### config.mk
export PLATFORM = sky130hd
export DESIGN_NAME = wb_src_select
export DESIGN_NICKNAME = d
export VERILOG_FILES = /design/src/rtl/wb_src_select.sv
export SDC_FILE = /design/constraint.sdc
export NUM_CORES = 1
export LEC_CHECK = 0
export CAP_MARGIN = 5
export CORE_ASPECT_RATIO = 0.5
export CORE_MARGIN = 5
export CORE_UTILIZATION = 47
export CTS_BUF_LIST = sky130_fd_sc_hd__clkbuf_2 sky130_fd_sc_hd__clkbuf_4 sky130_fd_sc_hd__clkbuf_8
export DETAILED_ROUTE_END_ITERATION = 16
export GPL_TIMING_DRIVEN = 0
export MAX_ROUTING_LAYER = met4
export PLACE_DENSITY = 0.9
export SLEW_MARGIN = 20
export SYNTH_ARGS = -nofsm -noshare
export SYNTH_HDL_FRONTEND = slang
export SYNTH_SLANG_ARGS = --single-unit
### constraint.sdc
create_clock -name clk -period 3.8 [get_ports clk]
set_input_delay 0.57 -clock clk [delete_from_list [all_inputs] [get_ports clk]]
set_output_delay 0.57 -clock clk [all_outputs]
set_load 0.02 [all_outputs]
### src/rtl/wb_src_select.sv
// Writeback source select: picks one of NUM_SRC sources, waits for slow sources, registers result.
// Latency 1 cycle from req (ready source) or from src_valid rising (WAIT); busy=1 blocks new req.
// Optional WB_TIMEOUT_EN: aborts WAIT after TIMEOUT cycles with an err_timeout pulse.
module wb_src_select #(
    parameter int WIDTH   = 32,
    parameter int NUM_SRC = 8,
    parameter int SEL_W   = 4,
    parameter int TIMEOUT = 64
) (
    input  logic                     clk,
    input  logic                     reset,
    input  logic [NUM_SRC*WIDTH-1:0] src_bus,
    input  logic [NUM_SRC-1:0]       src_valid,
    input  logic                     req,
    input  logic [SEL_W-1:0]         sel,
    input  logic [4:0]               dest_in,
    input  logic                     we_in,
    input  logic                     flush,
    output logic                     busy,
    output logic                     wb_valid,
    output logic [WIDTH-1:0]         wb_data,
    output logic [4:0]               wb_reg,
    output logic                     wb_we,
    output logic                     err_bad_sel,
    output logic                     err_timeout
);

    localparam int NPAD = 1 << SEL_W;

    if (NUM_SRC < 2 || NUM_SRC > 16 || NPAD < NUM_SRC || TIMEOUT < 2) begin : g_bad_param
        $error("wb_src_select: illegal parameter combination");
    end

    typedef enum logic {
        S_IDLE,
        S_WAIT
    } state_t;

    // Sources padded to the full sel range so any sel value indexes safely.
    logic [WIDTH-1:0] src_arr [NPAD];
    logic [NPAD-1:0]  vld_pad;

    for (genvar g = 0; g < NPAD; g++) begin : g_pad
        if (g < NUM_SRC) begin : g_src
            assign src_arr[g] = src_bus[g*WIDTH +: WIDTH];
            assign vld_pad[g] = src_valid[g];
        end else begin : g_zero
            assign src_arr[g] = '0;
            assign vld_pad[g] = 1'b0;
        end
    end

    state_t           state;
    logic [SEL_W-1:0] sel_q;
    logic [4:0]       dest_q;
    logic             we_pend;
    logic             we_q;
    logic             sel_ok;

    assign sel_ok = ({1'b0, sel} < (SEL_W+1)'(NUM_SRC));
    assign busy   = (state == S_WAIT);
    assign wb_we  = wb_valid & we_q;

`ifdef WB_TIMEOUT_EN
    localparam int CNT_W = $clog2(TIMEOUT);
    logic [CNT_W-1:0] cnt;
    logic             err_to_q;
    assign err_timeout = err_to_q;
`else
    assign err_timeout = 1'b0;
`endif

    always_ff @(posedge clk) begin
        if (reset) begin
            state       <= S_IDLE;
            sel_q       <= '0;
            dest_q      <= '0;
            we_pend     <= 1'b0;
            we_q        <= 1'b0;
            wb_valid    <= 1'b0;
            wb_data     <= '0;
            wb_reg      <= '0;
            err_bad_sel <= 1'b0;
`ifdef WB_TIMEOUT_EN
            cnt         <= '0;
            err_to_q    <= 1'b0;
`endif
        end else begin
            wb_valid    <= 1'b0;
            err_bad_sel <= 1'b0;
`ifdef WB_TIMEOUT_EN
            err_to_q    <= 1'b0;
`endif
            case (state)
                S_IDLE: begin
                    // flush in IDLE swallows a coincident req, including a bad one.
                    if (req && !flush) begin
                        if (!sel_ok) begin
                            err_bad_sel <= 1'b1;
                        end else if (vld_pad[sel]) begin
                            wb_data  <= src_arr[sel];
                            wb_reg   <= dest_in;
                            we_q     <= we_in;
                            wb_valid <= 1'b1;
                        end else begin
                            sel_q   <= sel;
                            dest_q  <= dest_in;
                            we_pend <= we_in;
                            state   <= S_WAIT;
`ifdef WB_TIMEOUT_EN
                            cnt     <= '0;
`endif
                        end
                    end
                end
                S_WAIT: begin
                    if (flush) begin
                        state <= S_IDLE;
                    end else if (vld_pad[sel_q]) begin
                        wb_data  <= src_arr[sel_q];
                        wb_reg   <= dest_q;
                        we_q     <= we_pend;
                        wb_valid <= 1'b1;
                        state    <= S_IDLE;
                    end else begin
`ifdef WB_TIMEOUT_EN
                        if (cnt == CNT_W'(TIMEOUT - 1)) begin
                            err_to_q <= 1'b1;
                            state    <= S_IDLE;
                        end else begin
                            cnt <= cnt + 1'b1;
                        end
`endif
                    end
                end
                default: state <= S_IDLE;
            endcase
        end
    end

endmodule
==> metrics.yaml <==
run_status:
  status: "finished clean"
synthesis:
  syn_inst: 769
  postSynthAreaPerCell_um2: 8.88
  synthTopCellsByArea: "mux2_2, dfxtp_1, a211oi_1"
  synthAdderAreaFrac_pct: 0
  synth-simple-area-share_pct: 12.1
  yosys.area.top_type: "mux2_2"
  synth_ff_type: "dfxtp_1"
  synth_top_area_share_pct: 31.5
  synth_top_family_by_area: "multiplexers"
  synth_warnings: 0
  synthMuxAreaShare_pct: 39.6
  ys_seq_area_share_pct: 15.0
  synthXorXnorAreaFrac_pct: 0
  synthesis.nets: 1047
  ys_top_cells_by_count: "mux2_2, o22ai_1, a211oi_1"
  synth_compound_area_share_pct: 25.9
  netlist_area_um2: 6830
  synth.most_common_cell: "mux2_2"
  synth_edf_count: 0
  ys_types: 37
  ys_ff_latch: 51
  async_reset_ff_share_pct: 0
min_path:
  hp-class: "register to register"
  min_from: "dest_q[4]"
power_and_ir_drop:
  p_leak_nw: 3.58
  switching_share_pct: 33.5
  power_frac_seq_pct: 28.4
  p_clk_share_pct: 20.5
  combPwrFrac_pct: 51.1
  power-per-cell-area_nw_per_um2: 196
  max-vdd-ir-drop_mv: 0.206
  internal_power_mw: 1.35
  switching_power_uw: 679
timing:
  finalHoldViolCount: 0
  tns_ns: 0
  maxSlewViolCount: 0
  worst_pin_slew_ns: 0.733
  finalSetupViolCount: 0
  skew_ns: 0.00702
  rsz0062_at_grt: "false"
  period_needed_ns: 2.95
  hold_ws_ns: 0.510
  slew_headroom_pct: 51.1
  fmax_mhz: 339
  fin_crit_sh_pct: 77.6
detailed_routing:
  wire_per_inst_um: 25.6
  firstDrtPassIters: 5
  vias: 8481
  drc: 0
  routed_wl_um: 33100
  ant_nets: 0
  drt_iter0_drc: 818
  viasPerCell: 6.57
floorplanning:
  die_w_um: 180
  rows: 31
  die_area_um2: 17200
  core-area_um2: 14400
  ioPinCount: 320
  die_h_um: 95.2
  start_util_pct: 47.6
worst_setup_path:
  end_kind: "register"
  r2r_end: "wb_data[22]"
  cp-startpoint: "sel[1]"
  critPathKind: "primary input to register"
  worstReg2RegStart: "sel_q[1]"
  worstSetupEndpoint: "wb_data[22]"
  start_kind: "primary input"
  worstPathMaxFanout: 10
  cp.required_ns: 3.97
  cp.arrival_ns: 3.12
  r2r_slack_ns: 1.20
  reg2reg_depth: 8
global_routing:
  grt_pass1_wl_um: 48400
  antenna_found_initial: 0
  grt_overflow: 0
  track_usage_pct: 36.7
  grt_max_degree: 17
  grt_pass1_vias: 8596
layout:
  nNetsFinal: 1370
  fin_area_um2: 10400
  diodes: 0
  area.growth.synth_to_final_pct: 51.7
  drive_above_1_share_pct: 27.0
  final_cells: 1291
  fill_cells: 1152
  largest_register_ffs: 32
placement:
  place.gp.congestion: 1.03
  port_buffers: 316
  dpl.cell_count: 1283
  dpl_cell_area_um2: 10200
  dp_hpwl_um: 26300
cts:
  cts-root-buf: "clkbuf_8"
  postCtsSetupBuffers: 0
  clk_pin_slew_worst_paths_ns: 0.10
  cts.sinks: 51
  cts_max_path_buffers: 2
  cts.htree.levels: 2
  cts_resized: 0
  cts_tree: "done"
  cts_made_buffers: 5
  ctsHoldBuffers: 0
  clkLatencyLatePin_ns: 0.31
run:
  drv_cap: 0
worst min path at each step:
| stage | endpoint | slack (ns) | cells after the start |
|---|---|---|---|
| finish | dest_q[4] | 0.51 | 2 |
| detailed placement | dest_q[2] | 0.49 | 2 |
| global placement | dest_q[4] | 0.47 | 2 |
| floorplan | dest_q[0] | 0.46 | 2 |
| CTS | dest_q[4] | 0.51 | 2 |
| global route | sel_q[3] | 0.54 | 1 |
power groups by stage:
stage	Sequential (mW)	Clock, mW	Combinational (mW)
CTS	0.575	0.412	1.01
global route	0.578	0.435	1.08
floorplan	0.611	0	0.468
detailed placement	0.587	0	1.00
global placement	0.586	0	0.980
finish	0.576	0.414	1.04
layer usage:
metal	wire length, µm	vias up	part of all wire, %	global-route usage [%]
met3	3600	121	11	10.1
met5	0	-	0	-
met2	15100	588	46	60.0
met1	13100	4106	39	44.0
met4	1380	0	4.2	13.3
li1	-	3666	-	-
cell type report:
class / count / area (µm²) / area share, %
Multi-Input combinational cell: 627 / 5300 / 51.2
Timing Repair Buffer: 316 / 3160 / 30.5
Sequential cell: 51 / 1020 / 9.85
Buffer: 89 / 499 / 4.82
Tap cell: 198 / 248 / 2.39
Clock buffer: 6 / 82.6 / 0.797
Clock inverter: 2 / 38.8 / 0.374
Inverter: 2 / 7.51 / 0.0725
placed cells by master, fill, tap and decap left out, types with 2 or more instances in the layout:
| cell | instances |
|---|---|
| or2_2 | 2 |
| nor2b_1 | 36 |
| a211oi_1 | 81 |
| a31oi_1 | 2 |
| nor3_2 | 20 |
| mux2_2 | 191 |
| nor3_1 | 20 |
| buf_6 | 11 |
| a211oi_2 | 20 |
| o22ai_1 | 95 |
| nor2_1 | 44 |
| and2_1 | 2 |
| mux2i_1 | 54 |
| dfxtp_1 | 51 |
| nand3_1 | 3 |
| clkbuf_8 | 6 |
| clkdlybuf4s50_1 | 316 |
| nand2b_1 | 4 |
| a22oi_1 | 33 |
| clkbuf_1 | 37 |
| inv_1 | 2 |
| buf_4 | 13 |
| buf_2 | 27 |
| nand2_1 | 4 |
| a21oi_1 | 3 |
metrics by stage:
stage,util [%],setup WS (ns),total power [mW]
floorplan,-,1.81,1.08
global placement,71.4,0.700,1.57
detailed placement,71.4,0.715,1.59
CTS,72.2,1.03,2.00
global route,72.2,0.820,2.09
finish,72.2,0.851,2.03
kinds of logic (layout without fill, tap and decap cells):
| logic type | Yosys count | in the layout |
|---|---|---|
| DFF | 51 | 51 |
| AOI/OAI and AO/OA | 238 | 238 |
| other | 1 | 1 |
| and+or+nand+nor | 142 | 142 |
| muxes | 246 | 246 |
| buffers and inverters | 91 | 415 |
worst max-delay path: stages:
cell	delay [ns]
clkdlybuf4s50_1	0.49
buf_4	0.22
buf_6	0.20
clkbuf_1	0.52
nor2b_1	0.11
a211oi_1	0.21
a211oi_1	0.08
a22oi_1	0.55
a211oi_1	0.17
No activity file was read; power rests on OpenSTA's default activity.
